$ cat config.mk
export PLATFORM = sky130hd
export DESIGN_NAME = packet_rr_arbiter_8chs
export DESIGN_NICKNAME = d
export VERILOG_FILES = /design/src/rtl/packet_rr_arbiter_8chs.sv
export SDC_FILE = /design/constraint.sdc
export NUM_CORES = 1
export LEC_CHECK = 0
export CAP_MARGIN = 20
export CORE_AREA = 2 2 505 507
export DETAILED_ROUTE_END_ITERATION = 7
export DIE_AREA = 0 0 507 509
export DONT_BUFFER_PORTS = 1
export GPL_TIMING_DRIVEN = 1
export PLACE_DENSITY = 0.3
export SYNTH_ARGS = -nofsm -noshare
export SYNTH_HDL_FRONTEND = slang
export SYNTH_SLANG_ARGS = --single-unit
$ cat constraint.sdc
create_clock -name clk -period 4.8 [get_ports clk]
set_clock_uncertainty 0.15 [all_clocks]
set_input_delay 0.48 -clock clk [delete_from_list [all_inputs] [get_ports clk]]
set_output_delay 0.48 -clock clk [all_outputs]
set_load 0.01 [all_outputs]
$ cat src/rtl/packet_rr_arbiter_8chs.sv
// Packet-atomic round-robin arbiter: merges NUM_PORTS Avalon-ST requesters into one
// channel-tagged stream, holding the grant from SOP through EOP behind a registered output stage.
module packet_rr_arbiter_8chs #(
    parameter int NUM_PORTS     = 8,
    parameter int CHANNEL_WIDTH = 3,
    parameter int DATA_WIDTH    = 128,
    parameter int EMPTY_WIDTH   = 4,
    parameter int ERROR_WIDTH   = 6
) (
    input  logic                               clk,
    input  logic                               rst,
    input  logic [NUM_PORTS-1:0]               i_port_enable,
    input  logic [NUM_PORTS-1:0]               i_avst_valid,
    output logic [NUM_PORTS-1:0]               o_avst_ready,
    input  logic [NUM_PORTS-1:0]               i_avst_startofpacket,
    input  logic [NUM_PORTS-1:0]               i_avst_endofpacket,
    input  logic [NUM_PORTS*ERROR_WIDTH-1:0]   i_avst_error,
    input  logic [NUM_PORTS*EMPTY_WIDTH-1:0]   i_avst_empty,
    input  logic [NUM_PORTS*DATA_WIDTH-1:0]    i_avst_data,
    output logic                               o_avst_valid,
    input  logic                               i_avst_ready,
    output logic                               o_avst_startofpacket,
    output logic                               o_avst_endofpacket,
    output logic [CHANNEL_WIDTH-1:0]           o_avst_channel,
    output logic [ERROR_WIDTH-1:0]             o_avst_error,
    output logic [EMPTY_WIDTH-1:0]             o_avst_empty,
    output logic [DATA_WIDTH-1:0]              o_avst_data,
    output logic [NUM_PORTS-1:0]               o_grant,
    output logic                               o_busy
);

    localparam int IDX_W = $clog2(NUM_PORTS);

    if (CHANNEL_WIDTH < $clog2(NUM_PORTS)) begin : g_chan_width_check
        $error("CHANNEL_WIDTH too narrow to encode NUM_PORTS");
    end

    typedef enum logic {IDLE, BUSY} state_t;

    state_t                   state_q, state_d;
    logic [NUM_PORTS-1:0]     grant_q, grant_d;
    logic [IDX_W-1:0]         last_grant_q, last_grant_d;
    logic                     busy_q, busy_d;
    logic                     out_valid_q, out_valid_d;
    logic                     out_sop_q, out_sop_d;
    logic                     out_eop_q, out_eop_d;
    logic [CHANNEL_WIDTH-1:0] out_channel_q, out_channel_d;
    logic [ERROR_WIDTH-1:0]   out_error_q, out_error_d;
    logic [EMPTY_WIDTH-1:0]   out_empty_q, out_empty_d;
    logic [DATA_WIDTH-1:0]    out_data_q, out_data_d;

    logic [NUM_PORTS-1:0]     req;
    logic [NUM_PORTS-1:0]     ready_vec;
    logic                     out_ok;
    logic                     accept;
    logic                     found;
    logic [IDX_W-1:0]         winner;
    logic [IDX_W-1:0]         cand;
    logic                     own_valid;
    logic                     own_sop;
    logic                     own_eop;
    logic [ERROR_WIDTH-1:0]   own_error;
    logic [EMPTY_WIDTH-1:0]   own_empty;
    logic [DATA_WIDTH-1:0]    own_data;

    // The owner index is last_grant_q: it is loaded with the winner whenever a grant is issued.
    always_comb begin
        req       = i_avst_valid & i_avst_startofpacket & i_port_enable;
        out_ok    = ~out_valid_q | i_avst_ready;
        ready_vec = (state_q == BUSY && out_ok) ? grant_q : '0;
        own_valid = i_avst_valid[last_grant_q];
        own_sop   = i_avst_startofpacket[last_grant_q];
        own_eop   = i_avst_endofpacket[last_grant_q];
        own_error = i_avst_error[int'(last_grant_q)*ERROR_WIDTH +: ERROR_WIDTH];
        own_empty = i_avst_empty[int'(last_grant_q)*EMPTY_WIDTH +: EMPTY_WIDTH];
        own_data  = i_avst_data[int'(last_grant_q)*DATA_WIDTH +: DATA_WIDTH];
        accept    = (state_q == BUSY) && out_ok && own_valid;
    end

    // Round-robin search starting one past the previous winner.
    always_comb begin
        found  = 1'b0;
        winner = '0;
        cand   = '0;
        for (int k = 1; k <= NUM_PORTS; k++) begin
            cand = IDX_W'((int'(last_grant_q) + k) % NUM_PORTS);
            if (!found && req[cand]) begin
                found  = 1'b1;
                winner = cand;
            end
        end
    end

    always_comb begin
        state_d       = state_q;
        grant_d       = grant_q;
        last_grant_d  = last_grant_q;
        busy_d        = busy_q;
        out_valid_d   = out_valid_q;
        out_sop_d     = out_sop_q;
        out_eop_d     = out_eop_q;
        out_channel_d = out_channel_q;
        out_error_d   = out_error_q;
        out_empty_d   = out_empty_q;
        out_data_d    = out_data_q;

        case (state_q)
            IDLE: begin
                if (found) begin
                    state_d      = BUSY;
                    grant_d      = NUM_PORTS'(1) << winner;
                    last_grant_d = winner;
                    busy_d       = 1'b1;
                end
            end
            BUSY: begin
                if (accept && own_eop) begin
                    state_d = IDLE;
                    grant_d = '0;
                    busy_d  = 1'b0;
                end
            end
            default: state_d = IDLE;
        endcase

        // The output register drains in either state; it only loads on an accepted owner beat.
        if (accept) begin
            out_valid_d   = 1'b1;
            out_sop_d     = own_sop;
            out_eop_d     = own_eop;
            out_channel_d = CHANNEL_WIDTH'(last_grant_q);
            out_error_d   = own_error;
            out_empty_d   = own_empty;
            out_data_d    = own_data;
        end else if (out_ok) begin
            out_valid_d   = 1'b0;
        end
    end

    always_ff @(posedge clk or posedge rst) begin
        if (rst) begin
            state_q       <= IDLE;
            grant_q       <= '0;
            last_grant_q  <= IDX_W'(NUM_PORTS - 1);
            busy_q        <= 1'b0;
            out_valid_q   <= 1'b0;
            out_sop_q     <= 1'b0;
            out_eop_q     <= 1'b0;
            out_channel_q <= '0;
            out_error_q   <= '0;
            out_empty_q   <= '0;
            out_data_q    <= '0;
        end else begin
            state_q       <= state_d;
            grant_q       <= grant_d;
            last_grant_q  <= last_grant_d;
            busy_q        <= busy_d;
            out_valid_q   <= out_valid_d;
            out_sop_q     <= out_sop_d;
            out_eop_q     <= out_eop_d;
            out_channel_q <= out_channel_d;
            out_error_q   <= out_error_d;
            out_empty_q   <= out_empty_d;
            out_data_q    <= out_data_d;
        end
    end

    assign o_avst_ready         = ready_vec;
    assign o_avst_valid         = out_valid_q;
    assign o_avst_startofpacket = out_sop_q;
    assign o_avst_endofpacket   = out_eop_q;
    assign o_avst_channel       = out_channel_q;
    assign o_avst_error         = out_error_q;
    assign o_avst_empty         = out_empty_q;
    assign o_avst_data          = out_data_q;
    assign o_grant              = grant_q;
    assign o_busy               = busy_q;

endmodule

==> results.yml, run 1 <==
floorplanning:
  coreArea_sq_um: 253000
  ios: 1300
  die_w_um: 507
  rows: 185
  die_y_um: 509
  start_util_pct: 5.80
  die-area_sq_um: 258000
detailed_routing:
  ant_nets: 0
  routed_via_density: 3.03
  routed_wl_um: 170000
  wl_per_cell_um: 36.1
  drtIter0Drc: 1511
  drc_errors: 0
  via_count: 14300
  first_pass_iters: 5
sta:
  layout_setup_ws_ns: 1.24
  hold_violations: 0
  slew_violations: 0
  setup_viol: 0
  fin_crit_sh_pct: 74.2
  setup_tns_ns: 0
  finalCriticalPeriod_ns: 3.56
  max_slew.worst_pin.slew_ns: 1.49
  rsz0062_at_grt: "false"
  slew-limit-headroom_pct: 0.851
  fmax_ghz: 0.281
place:
  dpl.hpwl_um: 152000
  place.port_buffers: 0
  pre_cts_ws_ns: 1.24
  place_inst: 4545
  globalplace.congestion: 1.12
logic_synthesis:
  synth_top_area_share_pct: 45.2
  synth.area.top_cells: "mux4_2, dfrtp_1, nand2_1"
  synth_cell_types: 56
  synth_seq_area_share_pct: 26.8
  syn_inst: 1289
  ys_ff_latch: 157
  async_reset_ff_share_pct: 100
  synth_flop_cell: "dfrtp_1"
  avgSynthCellArea_sq_um: 11.4
  syn-cell-area_sq_um: 14700
  yosys_warnings: 0
  yosys.area.top_type: "mux4_2"
  synth_edf_count: 0
  syn_nets: 2430
hold_path:
  hold_end: "o_avst_data[3]$_DFFE_PP0P_"
  hold_path_startpoint: "i_avst_data[515]"
  min_path_type: "in2reg"
  holdPathStages: 3
final_layout:
  drive_above_1_share_pct: 30.9
  finalNonFillerCells: 4725
  nets: 2340
  final_util_pct: 7.77
  synthToLayoutAreaGrowth_pct: 34.0
global_routing:
  grtUsageTotal_pct: 12.6
  grt_max_degree: 135
  overflow: 0
  antenna_found_initial: 312
  grt_pass1_vias: 13300
  grt_first_pass_wirelength_um: 197000
critical_path:
  criticalPathCategory: "reg2reg"
  crit_path_end_kind: "register"
  timing.rr.end: "o_grant[2]$_DFFE_PP0P_"
  path_max_fanout: 25
  worstPathRequired_ns: 5.10
  cp-start-kind: "register"
  cp.arrival_ns: 3.86
  r2r_setup_slack_ns: 1.24
  ff2ff_path_depth: 9
  timing.rr.start: "last_grant_q[0]$_DFFE_PP1P_"
cts:
  cts-root-buf: "clkbuf_16"
  cts_buffer_depth: 2
  cts_buffers: 17
  clk_pin_slew_ns: 0.10
  numClockSinks: 157
  clock_latency_ns: 0.55
  htree_levels: 4
  cts_resized: 0
  tritoncts: "done"
power:
  finalPower_uw: 13800
  peakVddDrop_v: 0.000415
  powerDensity_nw_per_um2: 704
  p_leak_uw: 0.00551
outcome:
  outcome: "completed"
run:
  drv_cap: 0
## routing by layer
metal / vias up / GRT usage (%) / share of wire, %
met5: - / 0 / 0.61
met4: 158 / 5.97 / 5.5
met3: 607 / 10.0 / 18
met2: 1553 / 20.6 / 46
met1: 6940 / 11.2 / 30
li1: 5075 / - / -
## worst max-delay path, stage by stage, from the launching register on
cell and delay [ns]:
dfstp_4 0.88, inv_6 0.13, ha_1 0.68, inv_1 0.17
mux4_2 0.34, or2_1 0.26, or2_4 0.29, nor2_2 0.10
o21ai_1 0.18, a32o_1 0.27
## metrics by stage
| step | hold WS, ns | area (sq um) |
|---|---|---|
| after floorplan | 0.360 | 14700 |
| after global placement | 0.345 | 18600 |
| after detailed placement | 0.347 | 18600 |
| after CTS | 0.119 | 19300 |
| after global routing | 0.161 | 19500 |
| final | 0.205 | 19600 |
## cell type report
cell class	instances	area, sq um
Sequential cell	157	3940
Fill cell	29600	233000
Clock buffer	17	425
Antenna cell	147	368
Clock inverter	15	196
Inverter	7	42.5
Tap cell	3366	4210
Timing Repair Buffer	25	340
Multi-Input combinational cell	991	10100
## where the power goes
part,internal (uW),leakage [uW],total (uW),switching [uW]
logic,3580,0.00343,8040,4460
registers,2030,0.00178,4040,2010
clock network,839,0.000302,1750,910
## cells in the mapped netlist, drive strengths merged, types with 4 or more instances
master	instances
inv	7
and3	14
mux2	5
mux4	294
o21a	4
a31oi	140
nand2	292
dfrtp	154
nor2	150
o21ai	14
buf	71
mux2i	16
nand3	9
a32o	8
clkbuf	63
a21oi	7
## how the worst max path moves through the flow
stage / startpoint / to / slack [ns] / cells past startpoint
after detailed placement: last_grant_q[0]$_DFFE_PP1P_ / o_grant[2]$_DFFE_PP0P_ / 1.24 / 9
after floorplan: last_grant_q[1]$_DFFE_PP1P_ / o_grant[4]$_DFFE_PP0P_ / 1.30 / 12
after CTS: last_grant_q[0]$_DFFE_PP1P_ / o_grant[7]$_DFFE_PP0P_ / 1.21 / 9
final: last_grant_q[0]$_DFFE_PP1P_ / o_grant[2]$_DFFE_PP0P_ / 1.24 / 9
after global placement: last_grant_q[0]$_DFFE_PP1P_ / o_grant[6]$_DFFE_PP0P_ / 1.23 / 9
after global routing: last_grant_q[0]$_DFFE_PP1P_ / o_grant[4]$_DFFE_PP0P_ / 1.05 / 9
## cells in the final DEF, fill, tap and decap left out, drive strengths merged, types with 4 or more instances in the layout
master and instances:
clkbuf 17, buf 24, a21oi 7, dfrtp 154
o21a 4, nand3 9, nor2 150, nand2 292
diode 147, a32o 8, mux2i 16, mux4 294
and3 14, a31oi 140, o21ai 14, mux2 5
inv 14
## what timing repair did
item / in CTS / in global routing
hold endpoints to repair: 154 / 0
hold buffers: 1 / 0
buffers inserted: 0 / 0
## logic make-up (layout without fill, tap and decap cells)
| logic type | Yosys count | after routing | synth area share (%) |
|---|---|---|---|
| AOI/OAI and AO/OA | 194 | 194 | 8.92 |
| DFF | 157 | 157 | 26.8 |
| xor gates and xnor gates | 5 | 5 | 0.350 |
| muxes | 315 | 315 | 46.7 |
| adders and majority gates | 2 | 2 | 0.171 |
| other | 0 | 147 | 0 |
| and+or+nand+nor | 475 | 475 | 12.8 |
| buffers and inverters | 141 | 64 | 4.25 |
## state kept, by name, summed over array words and instances (netlist names)
signal and flops:
o_avst_valid 1, o_avst_startofpacket 1, o_avst_data 128, o_avst_endofpacket 1, o_busy 1, o_avst_channel 3
state_q 1, o_avst_empty 4, o_avst_error 6, last_grant_q 3, o_grant 8
No activity file was read; power rests on OpenSTA's default activity.
==> run 2: changes to the inputs <==
==> constraint.sdc (replaced) <==
create_clock -name clk -period 3.33 [get_ports clk]
set_clock_uncertainty 0.15 [all_clocks]
set_input_delay 0.333 -clock clk [delete_from_list [all_inputs] [get_ports clk]]
set_output_delay 0.333 -clock clk [all_outputs]
set_load 0.01 [all_outputs]
==> run 2 against run 1 <==
The flow now stops in detailed routing; synthesized cell count unchanged; global-route usage grew 0.38 points; area after synthesis unchanged.
==> results.yml, run 2 <==
outcome:
  error_line: "Error: net154 41 pin not visited #guides = 260"
  outcome: "did not finish"
  failed_stage: "detailed routing"
logic_synthesis:
  avgSynthCellArea_sq_um: 11.4
  synth_compound_area_share_pct: 8.92
  synth_seq_area_share_pct: 26.8
  async_reset_ff_share_pct: 100
  ys_ff_latch: 157
  yosys.area.top_type: "mux4_2"
  synth_flop_cell: "dfrtp_1"
  synth_edf_count: 0
  synth_cell_types: 56
  yosys_warnings: 0
  syn_inst: 1289
  synthTopCellsByCount: "mux4_2, nand2_1, dfrtp_1"
  synth_top_area_share_pct: 45.2
  syn-cell-area_sq_um: 14700
  synth_top_family_by_area: "multiplexers"
  synthSimpleGateAreaFrac_pct: 12.8
  synth.area.top_cells: "mux4_2, dfrtp_1, nand2_1"
  synthAdderAreaFrac_pct: 0.171
  synthXorXnorAreaFrac_pct: 0.350
  syn_nets: 2430
  yosysMostFrequentCell: "mux4_2"
  muxShareOfSynthArea_pct: 46.7
global_routing:
  grtUsageTotal_pct: 13.0
  grt_first_pass_wirelength_um: 206000
  grt_max_degree: 116
  antenna_found_initial: 281
  overflow: 0
  grt_pass1_vias: 14900
floorplanning:
  die_y_um: 509
  rows: 185
  die_w_um: 507
  ios: 1300
  start_util_pct: 5.80
cts:
  cts_buffers: 25
  numClockSinks: 157
  cts_buffer_depth: 3
  cts-root-buf: "clkbuf_16"
  htree_levels: 4
  cts_setup_buffers: 0
sta:
  crit_endpoint: "last_grant_q[0]$_DFFE_PP1P_/D"
  worst-endpoint-pin-kind: "sequential cell input"
place:
  dpl.hpwl_um: 159000
  place.port_buffers: 0
  pre_cts_ws_ns: 0.133
  globalplace.congestion: 1.15
-- run 2: cell counts after synthesis --
No cell type changed its count.
-- run 2: cell families after synthesis --
| logic type | count (synthesis) |
|---|---|
| buffers and inverters | 141 |
| XOR/XNOR | 5 |
| multiplexers | 315 |
| AO/OA/AOI/OAI | 194 |
| flip-flops | 157 |
| AND/OR/NAND/NOR | 475 |
| adder cells (fa/ha/maj) | 2 |
-- run 2: layer usage --
metal  GRT usage (%)
met4            6.48
met5               0
met2            21.9
met1            11.9
met3            8.62
-- run 2: timing repair --
item | in CTS | in global routing
hold buffers | 233 | 0
gates resized for setup | 0 | 4
setup endpoints to repair | 0 | 28
hold endpoints to repair | 127 | 0
-- run 2: stage by stage --
step                cells  cell area (sq um)
CTS                  4848              22000
floorplan            1289              14700
detailed placement   4582              19000
global route         4955              22400
global placement     4582              19000
==> run 3: changes to the inputs <==
--- a/config.mk
+++ b/config.mk
@@ -6,12 +6,12 @@
 export NUM_CORES = 1
 export LEC_CHECK = 0
 export CAP_MARGIN = 20
-export CORE_AREA = 2 2 505 507
+export CORE_AREA = 2 2 511 513
 export DETAILED_ROUTE_END_ITERATION = 7
-export DIE_AREA = 0 0 507 509
+export DIE_AREA = 0 0 513 515
 export DONT_BUFFER_PORTS = 1
 export GPL_TIMING_DRIVEN = 1
-export PLACE_DENSITY = 0.3
+export PLACE_DENSITY_LB_ADDON = 0.15
 export SYNTH_ARGS = -nofsm -noshare
 export SYNTH_HDL_FRONTEND = slang
 export SYNTH_SLANG_ARGS = --single-unit
==> run 3 against run 2 <==
The run now ends clean; global-route usage shrank 1.3 points.
==> results.yml, run 3 (synthesis gave the netlist of run 1 again) <==
outcome:
  outcome: "completed"
critical_path:
  cp.arrival_ns: 3.50
  timing.rr.end: "o_avst_data[11]$_DFFE_PP0P_"
  worstPathRequired_ns: 3.62
  cp-start-kind: "register"
  timing.rr.start: "last_grant_q[0]$_DFFE_PP1P_"
  ff2ff_path_depth: 7
  crit_path_end_kind: "register"
  criticalPathCategory: "reg2reg"
  path_max_fanout: 36
  r2r_setup_slack_ns: 0.11
detailed_routing:
  routed_via_density: 2.92
  first_pass_iters: 5
  drtIter0Drc: 951
  drc_errors: 0
  ant_nets: 0
  via_count: 14800
  routed_wl_um: 161000
  wl_per_cell_um: 31.8
sta:
  hold_violations: 0
  max_slew.worst_pin.slew_ns: 1.05
  fin_crit_sh_pct: 96.6
  rsz0062_at_grt: "false"
  slew-limit-headroom_pct: 30.1
  finalCriticalPeriod_ns: 3.22
  setup_tns_ns: 0
  setup_viol: 0
  fmax_ghz: 0.311
  slew_violations: 0
  whs_ns: 0.0619
hold_path:
  hold_path_startpoint: "i_avst_data[276]"
  holdPathStages: 3
  hold_end: "o_avst_data[20]$_DFFE_PP0P_"
  min_path_type: "in2reg"
cts:
  htree_levels: 4
  tritoncts: "done"
  clk_pin_slew_ns: 0.08
  clock_latency_ns: 0.58
  cts_setup_buffers: 0
  cts_buffer_depth: 3
  cts-root-buf: "clkbuf_16"
  cts_buffers: 25
  numClockSinks: 157
global_routing:
  grt_max_degree: 103
  grtUsageTotal_pct: 11.6
  use_met1_pct: 11.5
  grt_use_met3_pct: 6.00
  grt_pass1_vias: 15500
  antenna_found_initial: 231
  grt_first_pass_wirelength_um: 193000
  busiest_layer: "met2"
  overflow: 0
  use_met2_pct: 20.1
place:
  place.port_buffers: 0
  dpl.hpwl_um: 143000
  globalplace.congestion: 1.03
power:
  peakVddDrop_v: 0.000575
  p_leak_uw: 0.00704
  powerDensity_nw_per_um2: 948
floorplanning:
  die-area_sq_um: 264000
  rows: 187
  die_w_um: 513
  start_util_pct: 5.67
  coreArea_sq_um: 259000
  die_y_um: 515
  ios: 1300
final_layout:
  final_common_cell: "mux4_2"
  largest_register_ffs: 128
  mostFrequentLayoutCells: "mux4_2, nand2_1, dlygate4sd3_1, dfrtp_1, nor2_1"
  drive_above_1_share_pct: 27.7
  nets: 2681
  synthToLayoutAreaGrowth_pct: 56.9
  fill_cells: 30000
run:
  drv_cap: 0
==> run 3: critical path, cell delays in order (launching register included) <==
cell           delay, ns
dfstp_4             0.70
buf_4               0.16
buf_12              0.22
buf_16              0.32
mux4_2              0.54
dlygate4sd3_1       0.57
nand2_1             0.07
a31oi_1             0.09
==> run 3: what timing repair did <==
item                       4_1_cts  5_1_grt
resized for setup                0        3
setup endpoints to repair        0       18
hold buffers                   280        0
hold endpoints to repair       185        0
==> run 3: area by class of cell <==
class	count	area (sq um)	share of cell area, %
Clock buffer	29	661	2.87
Timing Repair Buffer	358	3620	15.7
Tap cell	3402	4260	18.5
Multi-Input combinational cell	991	10100	43.9
Sequential cell	157	3940	17.2
Clock inverter	4	95.1	0.414
Inverter	7	42.5	0.185
Antenna cell	109	273	1.19
==> run 3: how the worst max path moves through the flow <==
stage	start	end	slack [ns]	cells after the start
floorplan	last_grant_q[1]$_DFFE_PP1P_	o_grant[4]$_DFFE_PP0P_	0.02	12
finish	last_grant_q[0]$_DFFE_PP1P_	o_avst_data[11]$_DFFE_PP0P_	0.11	7
detailed placement	last_grant_q[0]$_DFFE_PP1P_	o_avst_data[56]$_DFFE_PP0P_	0.24	6
global route	last_grant_q[0]$_DFFE_PP1P_	o_avst_data[14]$_DFFE_PP0P_	0.009	7
CTS	last_grant_q[0]$_DFFE_PP1P_	o_avst_data[99]$_DFFE_PP0P_	0.05	7
global placement	last_grant_q[0]$_DFFE_PP1P_	o_grant[2]$_DFFE_PP0P_	0.15	11
==> run 3: power breakdown <==
part	switching, uW	internal (uW)
clock network	1230	1630
logic	7040	6160
registers	2810	2920
total	11100	10700
==> run 3: routing by layer <==
metal / wire [um] / up-vias / share of wire, %
met4: 7760 / 86 / 4.8
met3: 20200 / 403 / 13
met1: 53400 / 7322 / 33
li1: - / 5719 / -
met2: 78800 / 1246 / 49
met5: 595 / - / 0.37
==> run 3: per-stage QoR <==
step                setup slack (ns)  std cells  cell area, sq um  total power, uW  utilization (%)
floorplan                     0.0158       1289             14700            12900                -
global placement               0.148       4635             19100            19000             7.40
detailed placement             0.244       4635             19100            18800             7.40
CTS                           0.0456       4948             22700            22700             8.78
global route                 0.00896       5018             22900            23800             8.85
finish                         0.114       5057             23000            21800             8.89
